$ cat config.mk
export PLATFORM = sky130hd
export DESIGN_NAME = handshake_type3
export DESIGN_NICKNAME = d
export VERILOG_FILES = /design/src/rtl/handshake_pkg.sv /design/src/rtl/hs_slot.sv /design/src/rtl/handshake_type3.sv
export SDC_FILE = /design/constraint.sdc
export NUM_CORES = 1
export LEC_CHECK = 0
export ABC_AREA = 1
export BUFFER_PORTS_ARGS = -buffer_cell sky130_fd_sc_hd__buf_2
export CAP_MARGIN = 20
export CORE_MARGIN = 2
export CORE_UTILIZATION = 30
export CTS_BUF_LIST = sky130_fd_sc_hd__clkbuf_16
export DETAILED_ROUTE_END_ITERATION = 7
export HOLD_SLACK_MARGIN = 0.05
export PLACE_DENSITY = 0.55
export SYNTH_ARGS = -nofsm -noshare
export SYNTH_HDL_FRONTEND = slang
export SYNTH_SLANG_ARGS = --single-unit
$ cat constraint.sdc
create_clock -name clk -period 1.2 [get_ports clk]
set_input_delay 0 -clock clk [delete_from_list [all_inputs] [get_ports clk]]
set_output_delay 0 -clock clk [all_outputs]
set_load 0.01 [all_outputs]
$ cat src/rtl/handshake_pkg.sv
// Shared constants and payload type for the registered valid/ready slice.
package handshake_pkg;

    localparam int DATA_WIDTH_DEFAULT = 8;

    typedef logic [DATA_WIDTH_DEFAULT-1:0] payload_t;

endpackage

$ cat src/rtl/hs_slot.sv
// One storage slot of the slice: a valid flag plus its payload register.
module hs_slot
    import handshake_pkg::*;
#(
    parameter int WIDTH = DATA_WIDTH_DEFAULT
) (
    input  logic             clk,
    input  logic             reset_n,
    input  logic             load,
    input  logic             clear,
    input  logic [WIDTH-1:0] load_data,
    output logic             valid,
    output logic [WIDTH-1:0] data
);

    // Load wins over clear; the payload only changes on a load and otherwise holds.
    always_ff @(posedge clk or negedge reset_n) begin
        if (!reset_n) begin
            valid <= 1'b0;
            data  <= '0;
        end else if (load) begin
            valid <= 1'b1;
            data  <= load_data;
        end else if (clear) begin
            valid <= 1'b0;
        end
    end

endmodule

$ cat src/rtl/handshake_type3.sv
// Fully registered valid/ready skid buffer: main slot drives the outputs,
// skid slot catches the one item accepted while downstream ready propagates back.
module handshake_type3
    import handshake_pkg::*;
#(
    parameter int DATA_WIDTH = DATA_WIDTH_DEFAULT
) (
    input  logic                  clk,
    input  logic                  reset_n,
    input  logic                  valid_pre_i,
    input  logic [DATA_WIDTH-1:0] data_i,
    output logic                  ready_pre_o,
    output logic                  valid_post_o,
    output logic [DATA_WIDTH-1:0] data_o,
    input  logic                  ready_post_i
);

    logic                  main_valid;
    logic [DATA_WIDTH-1:0] main_data;
    logic                  skid_valid;
    logic [DATA_WIDTH-1:0] skid_data;

    logic                  in_xfer;
    logic                  out_xfer;
    logic                  main_take;
    logic                  main_load;
    logic                  main_clear;
    logic [DATA_WIDTH-1:0] main_next;
    logic                  skid_load;
    logic                  skid_clear;

    assign in_xfer  = valid_pre_i && !skid_valid;
    assign out_xfer = main_valid && ready_post_i;

    // Main refills whenever it is empty or draining; the skid item always goes first.
    always_comb begin
        main_take  = !main_valid || out_xfer;
        main_load  = main_take && (skid_valid || in_xfer);
        main_clear = main_take && !skid_valid && !in_xfer;
        main_next  = skid_valid ? skid_data : data_i;
        skid_load  = in_xfer && main_valid && !out_xfer;
        skid_clear = main_take && skid_valid;
    end

    hs_slot #(
        .WIDTH (DATA_WIDTH)
    ) u_main (
        .clk       (clk),
        .reset_n   (reset_n),
        .load      (main_load),
        .clear     (main_clear),
        .load_data (main_next),
        .valid     (main_valid),
        .data      (main_data)
    );

    hs_slot #(
        .WIDTH (DATA_WIDTH)
    ) u_skid (
        .clk       (clk),
        .reset_n   (reset_n),
        .load      (skid_load),
        .clear     (skid_clear),
        .load_data (data_i),
        .valid     (skid_valid),
        .data      (skid_data)
    );

    assign valid_post_o = main_valid;
    assign data_o       = main_data;
    assign ready_pre_o  = !skid_valid;

endmodule

After elaboration in Yosys (flattened, before gate mapping)
Cells that the tools add are included.
{"block": "word_totals", "ff_bits": 18, "in_bits": 12, "word_cells": 25}
{"block": "op_classes", "mux": 5, "n_reduce_logical": 16}
{"op": "$logic_and A1 B1 Y1", "count": 8}
{"op": "$mux W8", "count": 1}
{"op": "$logic_not A1 Y1", "count": 4}
{"op": "$mux W1", "count": 4}
{"op": "$reduce_bool A2 Y1", "count": 2}
{"op": "$logic_or A1 B1 Y1", "count": 2}

Longest topological paths before layout
Gate-level depths: netlist (run 1).
{"block": "depth", "word_depth": 6, "mapped_depth": 5, "mapped_depth_nobuf": 5}

By module
From an unflattened synthesis (run 1), not the netlist that was laid out.
{"block": "unflattened", "cells_unflattened": 115, "hier_area_um2": 847.1}
{"mod": "hs_slot", "instances": 2, "cells_per_inst": 38, "area_per_inst_um2": 341.6, "seq_area_each_um2": 225.2}
{"mod": "handshake_type3", "instances": 1, "cells_per_inst": 39, "area_per_inst_um2": 163.9, "seq_area_each_um2": 0.0}

Worst setup path after synthesis (run 1)
OpenSTA, ideal clock, no wires.
{"block": "synth_timing", "path_type": "register to register", "from": "reg u_main.valid", "to": "reg u_skid.data[3]", "setup_ns": 0.116, "arrival_time_ns": 0.874, "slack_ns": 0.210, "stages_incl_launch_ff": 6, "period_less_slack_ns": 0.990, "cell_sequence": "dfrtp_1 inv_1 nor2_8 nand2_4 nand2_1 nand2_1"}
{"block": "synth_between", "elab_chain_len": 3, "elab_cells_between_ends": 4, "classes_between": "reduce/logical: 4"}
{"element": "start: declaration", "line": "hs_slot.sv:12", "source": "output logic valid,"}
{"element": "start signal: assignment", "line": "hs_slot.sv:19", "source": "valid <= 1'b0;"}
{"element": "start signal: assignment", "line": "hs_slot.sv:22", "source": "valid <= 1'b1;"}
{"element": "start signal: assignment", "line": "hs_slot.sv:25", "source": "valid <= 1'b0;"}
{"element": "$logic_and A1 B1 Y1", "line": "handshake_type3.sv:33", "source": "assign out_xfer = main_valid && ready_post_i;"}
{"element": "$logic_not A1 Y1", "line": "handshake_type3.sv:41", "source": "skid_load = in_xfer && main_valid && !out_xfer;"}
{"element": "$logic_and A1 B1 Y1 *", "line": "handshake_type3.sv:41"}
{"element": "end signal: assignment", "line": "hs_slot.sv:23", "source": "data <= load_data;"}
{"element": "end: declaration", "line": "hs_slot.sv:13", "source": "output logic [WIDTH-1:0] data"}
Mark *: on every way between the ends. The rest lies on a longest branch, timed or not.
A chain may end at the register's enable or synchronous reset.

Final worst setup path (run 1)
{"block": "layout_timing", "from": "reg u_skid.valid", "to": "reg u_main.data[5]"}
{"block": "layout_between", "elab_chain_len": 4, "elab_cells_between_ends": 5, "classes_between": "mux: 1; reduce/logical: 4"}
{"element": "start: declaration", "line": "hs_slot.sv:12"}
{"element": "start signal: assignment", "line": "hs_slot.sv:19"}
{"element": "start signal: assignment", "line": "hs_slot.sv:22"}
{"element": "start signal: assignment", "line": "hs_slot.sv:25"}
{"element": "$logic_not A1 Y1", "line": "handshake_type3.sv:32", "source": "assign in_xfer = valid_pre_i && !skid_valid;"}
{"element": "$logic_and A1 B1 Y1", "line": "handshake_type3.sv:32"}
{"element": "$logic_or A1 B1 Y1", "line": "handshake_type3.sv:38", "source": "main_load = main_take && (skid_valid || in_xfer);"}
{"element": "$logic_and A1 B1 Y1", "line": "handshake_type3.sv:38"}
{"element": "end signal: assignment", "line": "hs_slot.sv:23"}
{"element": "end: declaration", "line": "hs_slot.sv:13"}
Parallel ways exist; a longest one is shown, timed or not.

==> results of run 1 <==
## worst register-to-register path: cells and delay by family, from the launching register on
| kind | cells | cell delay (ps) |
|---|---|---|
| flops | 1 | 470 |
| simple gates | 4 | 360 |
| buf+inv | 1 | 150 |
## area by class of cell
class / count / area (um^2)
clock buffer: 3 / 75.07
timing repair buffer: 32 / 212.7
clock inverter: 1 / 3.754
inverter: 4 / 15.01
multi-input combinational: 82 / 384.1
tap: 31 / 38.79
fill: 281 / 1553
sequential: 18 / 451.7
## power by group through the flow
stage	clock network, W	logic (W)	registers [W]
after CTS	0.000679	0.000381	0.000786
after global routing	0.000723	0.000426	0.000800
final	0.000661	0.000374	0.000786
after global placement	0	0.000348	0.000795
after detailed placement	0	0.000354	0.000794
after floorplan	0	0.000200	0.000805
## synth_stat cells
cell type  number  area, um^2
nor2_8          3       60.06
nor2_1          1       3.750
nand2_1        67       251.5
nor2_4          1       11.26
nand2_2         1       6.260
nand2_4         1       11.26
dfrtp_1        18       450.4
inv_2           2       7.510
inv_1           2       7.510
buf_6           1       11.26
nand3_1         8       40.04
## through the flow
step / setup slack [ps] / util, % / instances / hold WS [ps] / power, W
floorplan: 209.6 / - / 105 / -295.6 / 0.001006
global placement: 112.4 / 36.61 / 157 / -49.57 / 0.001143
detailed placement: 77.50 / 36.61 / 157 / -47.87 / 0.001148
CTS: 66.07 / 43.16 / 171 / 152.2 / 0.001845
global route: 52.82 / 43.20 / 171 / 160.5 / 0.001949
finish: 155.6 / 43.20 / 171 / 148.1 / 0.001820
## how the worst max path moves through the flow
stage | startpoint | endpoint | slack (ps)
floorplan | u_main.valid$_DFFE_PN0P_ | u_skid.data[3]$_DFFE_PN0P_ | 210
global placement | u_skid.valid$_DFFE_PN0P_ | u_main.data[3]$_DFFE_PN0P_ | 110
detailed placement | u_skid.valid$_DFFE_PN0P_ | u_main.data[3]$_DFFE_PN0P_ | 80
CTS | u_skid.valid$_DFFE_PN0P_ | u_main.data[3]$_DFFE_PN0P_ | 70
global route | u_skid.valid$_DFFE_PN0P_ | u_main.data[6]$_DFFE_PN0P_ | 50
finish | u_skid.valid$_DFFE_PN0P_ | u_main.data[5]$_DFFE_PN0P_ | 160
## kinds of logic (layout without fill, tap and decap cells)
group	count (synthesis)	in the layout	share of synthesized area [%]
and+or+nand+nor	82	82	44.62
DFF	18	18	52.33
buffers and inverters	5	40	3.053
## registers in the layout, summed over array words and instances (netlist names)
signal	flops
u_skid.data	8
u_skid.valid	1
u_main.valid	1
u_main.data	8
## placed cells by master (no fill, tap or decap)
master | netlist | layout
nor2_4 | 1 | 1
buf_4 | 0 | 1
nor2_8 | 3 | 3
inv_2 | 2 | 2
clkinv_1 | 0 | 1
nand2_4 | 1 | 1
nand2_1 | 67 | 67
dlygate4sd3_1 | 0 | 10
inv_1 | 2 | 2
nand3_1 | 8 | 8
dfrtp_1 | 18 | 17
dfrtp_2 | 0 | 1
buf_2 | 0 | 21
nor2_1 | 1 | 1
nand2_2 | 1 | 1
clkbuf_16 | 0 | 3
## what timing repair did
action	4_1_cts	5_1_grt
gates resized for setup	0	1
buffers inserted	0	0
endpoints found under the hold margin	27	0
hold buffers	10	0
endpoints found under the setup margin	0	8
## routing by layer
layer	wire (um)	global-route usage, %
met5	0	0
met4	14	3.987
met3	63	2.721
met2	871	20.94
met1	915	17.43
==> flow_summary.ini, run 1 <==
[floorplanning]
die_area_um2 = 3314
dieHeight_um = 57.57
die_width_um = 57.57
core_um2 = 2734
initial_core_util_pct = 31.49
io_pins = 22
placementRows = 19

[worst_setup_path]
reg2reg_slack_ps = 160
cp.depth = 5
crit_type = flip-flop to flip-flop
rr_endpoint = u_main.data[5]$_DFFE_PN0P_
start_kind = flip-flop
cp_max_fo = 10
cpPeakStageDelay_ps = 470
slowest_stage = dfrtp_2
cp_common_cell = nand2_1
critPathRequiredTime_ps = 1390
path_buf_inv = 1
reg2reg_from = u_skid.valid$_DFFE_PN0P_
end_kind = flip-flop
worstRegToRegCells = 5
path_delay_family = flip-flops
critPathArrivalTime_ps = 1230
crit_chain = inv_2, nand2_1, nand2_2, nand2_1, nand2_1

[synthesis]
syn-num-nets = 117
ys_ff_latch = 18
yosys_warnings = 0
synth_area_per_cell_um2 = 8.198
ys_seq_area_share_pct = 52.33
synthCells = 105
synthDistinctLibCells = 11
syn_area_um2 = 860.8

[timing]
tns_ps = 0
rsz0062_at_grt = false
setup_viol = 0
period_needed_ps = 1044
fmax_mhz = 957.5
tightestPinTransition_ps = 402.9
clock_skew_ps = 0.9768
max_slew_margin_pct = 73.14
hold_viol = 0
fin_crit_sh_pct = 87.03
maxSlewViolCount = 0

[cts]
numCtsBuffers = 3
cts_tree = built
cts.sinks = 18
clockRootBuffer = clkbuf_16
clock_path_buffers = 2
clkTransAtPathRegs_ps = 50
clkLatencyLatePin_ps = 250
htreeDepth = 1

[global_routing]
antenna_found_initial = 0
grt_pass1_vias = 736
overflow = 0
grt_pass1_wl_um = 3291
grt_max_degree = 19
grt_usage_pct = 12.97

[power]
pwr-share-clk_pct = 36.3
internal_power_w = 0.001318
powerDensity_nw_per_um2 = 1541
switchingPower_w = 0.0005016
comb_power_share_pct = 20.5
ir_drop_v = 0.0009541
swShare_pct = 27.56
leakage_nw = 0.6694
pwr-share-seq_pct = 43.2

[job]
maxCapViolations = 0

[routing]
drt-total-wl_um = 1865
drt-pass1-iter-count = 4
wl_per_cell_um = 10.91
ant_nets = 0
drt_iter0_markers = 13
drc = 0
via_count = 742
routed_via_density = 4.339

[worst_hold_path]
hp-start = ready_post_i
whs_path_depth = 4
worstHoldPathType = input port to flip-flop
min_to = u_skid.data[6]$_DFFE_PN0P_

[final_layout]
drive_gt1_share_pct = 24.29
area_growth_pct = 37.21
nets = 153
design_area_um2 = 1181
diodes = 0

[placed_design]
io_buffers = 21
placed_area_um2 = 1001
gp_congestion = 0.7612
dp.final_hpwl_um = 1395

[run_status]
status = finished clean
(Power assumes the default switching activity.)
==> run 2: changes to the inputs <==
Settings changed: ABC_AREA 1 to default, CORE_UTILIZATION 30 to 38, PLACE_DENSITY 0.55 to 0.66.
==> run 2 against run 1 <==
Against the previous run:
- the run now ends with setup timing left
- area after synthesis down 8.7%
- utilization up 19 points
- register-to-register slack worse by 270 ps
- cell count down 32%
- routed wire length down 24%
- combinational power up 34%
- synthesized cell count down 51%
- non-clock buffer count up 6
- worst hold slack worse by 100 ps
- critical endpoint is now u_skid.data[1]$_DFFE_PN0P_
==> flow_summary.ini, run 2 <==
[cts]
clock_path_buffers = 2
clkLatencyLatePin_ps = 240
cts.sinks = 18
clockRootBuffer = clkbuf_16
numCtsBuffers = 3
clkTransAtPathRegs_ps = 50
cts_tree = built
post_cts.repair.setup_buffers = 0
htreeDepth = 1

[synthesis]
synth_edf_count = 0
yosysTopAreaCell = dfrtp_1
synthDominantCellAreaShare_pct = 57.32
yosys_warnings = 0
synthCells = 51
yosysMostFrequentCell = mux2_2
async_reset_ff_share_pct = 100.0
synth_commonest_cells = mux2_2, dfrtp_1, nor2_1
ys_ff_latch = 18
synth_area_per_cell_um2 = 15.41
syn_area_um2 = 785.8
ys_seq_area_share_pct = 57.32
synth_area_leaders = dfrtp_1, mux2_2, nor3b_4, nand2b_4, nor2_1
synthDistinctLibCells = 10
ys.flop_type = dfrtp_1
syn-num-nets = 63

[worst_setup_path]
critPathRequiredTime_ps = 1330
end_kind = flip-flop
cp_max_fo = 5
start_kind = flip-flop
timing.critical_path.to = u_skid.data[1]$_DFFE_PN0P_
worstRegToRegCells = 3
cp-startpoint = u_skid.valid$_DFFE_PN0P_
reg2reg_from = u_skid.valid$_DFFE_PN0P_
crit_type = flip-flop to flip-flop
reg2reg_slack_ps = -110
critPathArrivalTime_ps = 1440
rr_endpoint = u_skid.data[1]$_DFFE_PN0P_

[timing]
fin_ws_ps = -113.0
max_slew_margin_pct = 72.78
maxSlewViolCount = 0
rsz0062_at_grt = true
holdWs_ps = 44.22
tightestPinTransition_ps = 408.2
setup_viol = 16
clock_skew_ps = 2.433
period_needed_ps = 1313
tns_ps = -1174
fmax_mhz = 761.6
fin_crit_sh_pct = 109.4
hold_viol = 0

[global_routing]
grt_usage_pct = 13.29
grt_max_degree = 19
grt_pass1_vias = 559
overflow = 0
grt_pass1_wl_um = 2435
antenna_found_initial = 0

[power]
powerDensity_nw_per_um2 = 1602
ir_drop_v = 0.0008944
leakage_nw = 0.5963
total_power_w = 0.001966

[placed_design]
dp.final_hpwl_um = 1001
dp_slack_ps = -100.0
io_buffers = 21
gp_congestion = 0.6854

[routing]
ant_nets = 0
drc = 0
drt-total-wl_um = 1420
wl_per_cell_um = 12.14
via_count = 537
drt-pass1-iter-count = 4
routed_via_density = 4.590
drt_iter0_markers = 3

[job]
maxCapViolations = 0

[worst_hold_path]
hp-start = ready_post_i
worstHoldPathType = input port to flip-flop

[floorplanning]
die_area_um2 = 2447
core_um2 = 1962
initial_core_util_pct = 40.05
io_pins = 22
dieHeight_um = 49.47
die_width_um = 49.47
placementRows = 16

[run_status]
status = finished with violations
violations = setup timing

[final_layout]
fill_cells = 164
drive_gt1_share_pct = 64.44
mostFrequentLayoutCells = buf_2, mux2_4, dfrtp_1
diodes = 0
finalCoreUtilization_pct = 62.56
largestRegisters = u_main.data (8), u_skid.data (8)
area_growth_pct = 56.21
nets = 104
final_common_cell = buf_2
## run 2: changes by cell type after synthesis, moves of 2 or more
cell / previous run / this run
nand2_1: 67 / 1
nand3_1: 8 / 0
nor2_8: 3 / 0
inv_2: 2 / 0
mux2_2: 0 / 24
## run 2: cells by family after synthesis
family,share of synthesized area [%]
compound gates,0.9558
buf+inv,1.750
flops,57.32
mux,34.40
simple gates,5.573
## run 2: routing by layer
layer	vias to the layer above	part of all wire, %	global-route usage [%]
met5	-	0	0
met4	0	0.99	8.333
met3	2	4.0	1.818
met2	12	48	22.75
met1	265	47	15.69
li1	258	-	-
## run 2: worst min path at each step
| stage | end | slack [ps] | cells past startpoint |
|---|---|---|---|
| final | u_skid.valid$_DFFE_PN0P_ | 40 | 3 |
| after global routing | u_skid.valid$_DFFE_PN0P_ | 70 | 3 |
| after CTS | u_skid.valid$_DFFE_PN0P_ | 40 | 3 |
| after detailed placement | u_main.data[7]$_DFFE_PN0P_ | -50 | 1 |
| after global placement | u_main.data[6]$_DFFE_PN0P_ | -50 | 1 |
| after floorplan | u_main.data[0]$_DFFE_PN0P_ | -300 | 0 |
## run 2: area by class of cell
| class | instances | area, um^2 | area share, % |
|---|---|---|---|
| clock buffer | 3 | 75.07 | 6.116 |
| inverter | 1 | 3.754 | 0.3058 |
| multi-input combinational | 30 | 389.1 | 31.70 |
| sequential | 18 | 451.7 | 36.80 |
| tap | 27 | 33.78 | 2.752 |
| timing repair buffer | 38 | 274.0 | 22.32 |
## run 2: repair_timing
| item | in CTS | in global routing |
|---|---|---|
| setup endpoints to repair | 16 | 16 |
| hold buffers | 10 | 0 |
| gates resized for setup | 4 | 0 |
| endpoints found under the hold margin | 28 | 0 |
## run 2: power breakdown
part	internal, W	switching (W)	total (W)
Clock	0.000438	0.000208	0.000646
Combinational	0.000330	0.000170	0.000500
Sequential	0.000745	0.0000750	0.000820
## run 2: through the flow
stage	instances	instance area, um^2
floorplan	51	860.8
global placement	104	1040
detailed placement	104	1040
CTS	117	1227
global route	117	1227
finish	117	1227
## run 2: worst max-delay path, cell delays in order (launching register included)
cell     delay (ps)
dfrtp_2         440
nor3b_4         250
buf_4           170
mux2_2          330
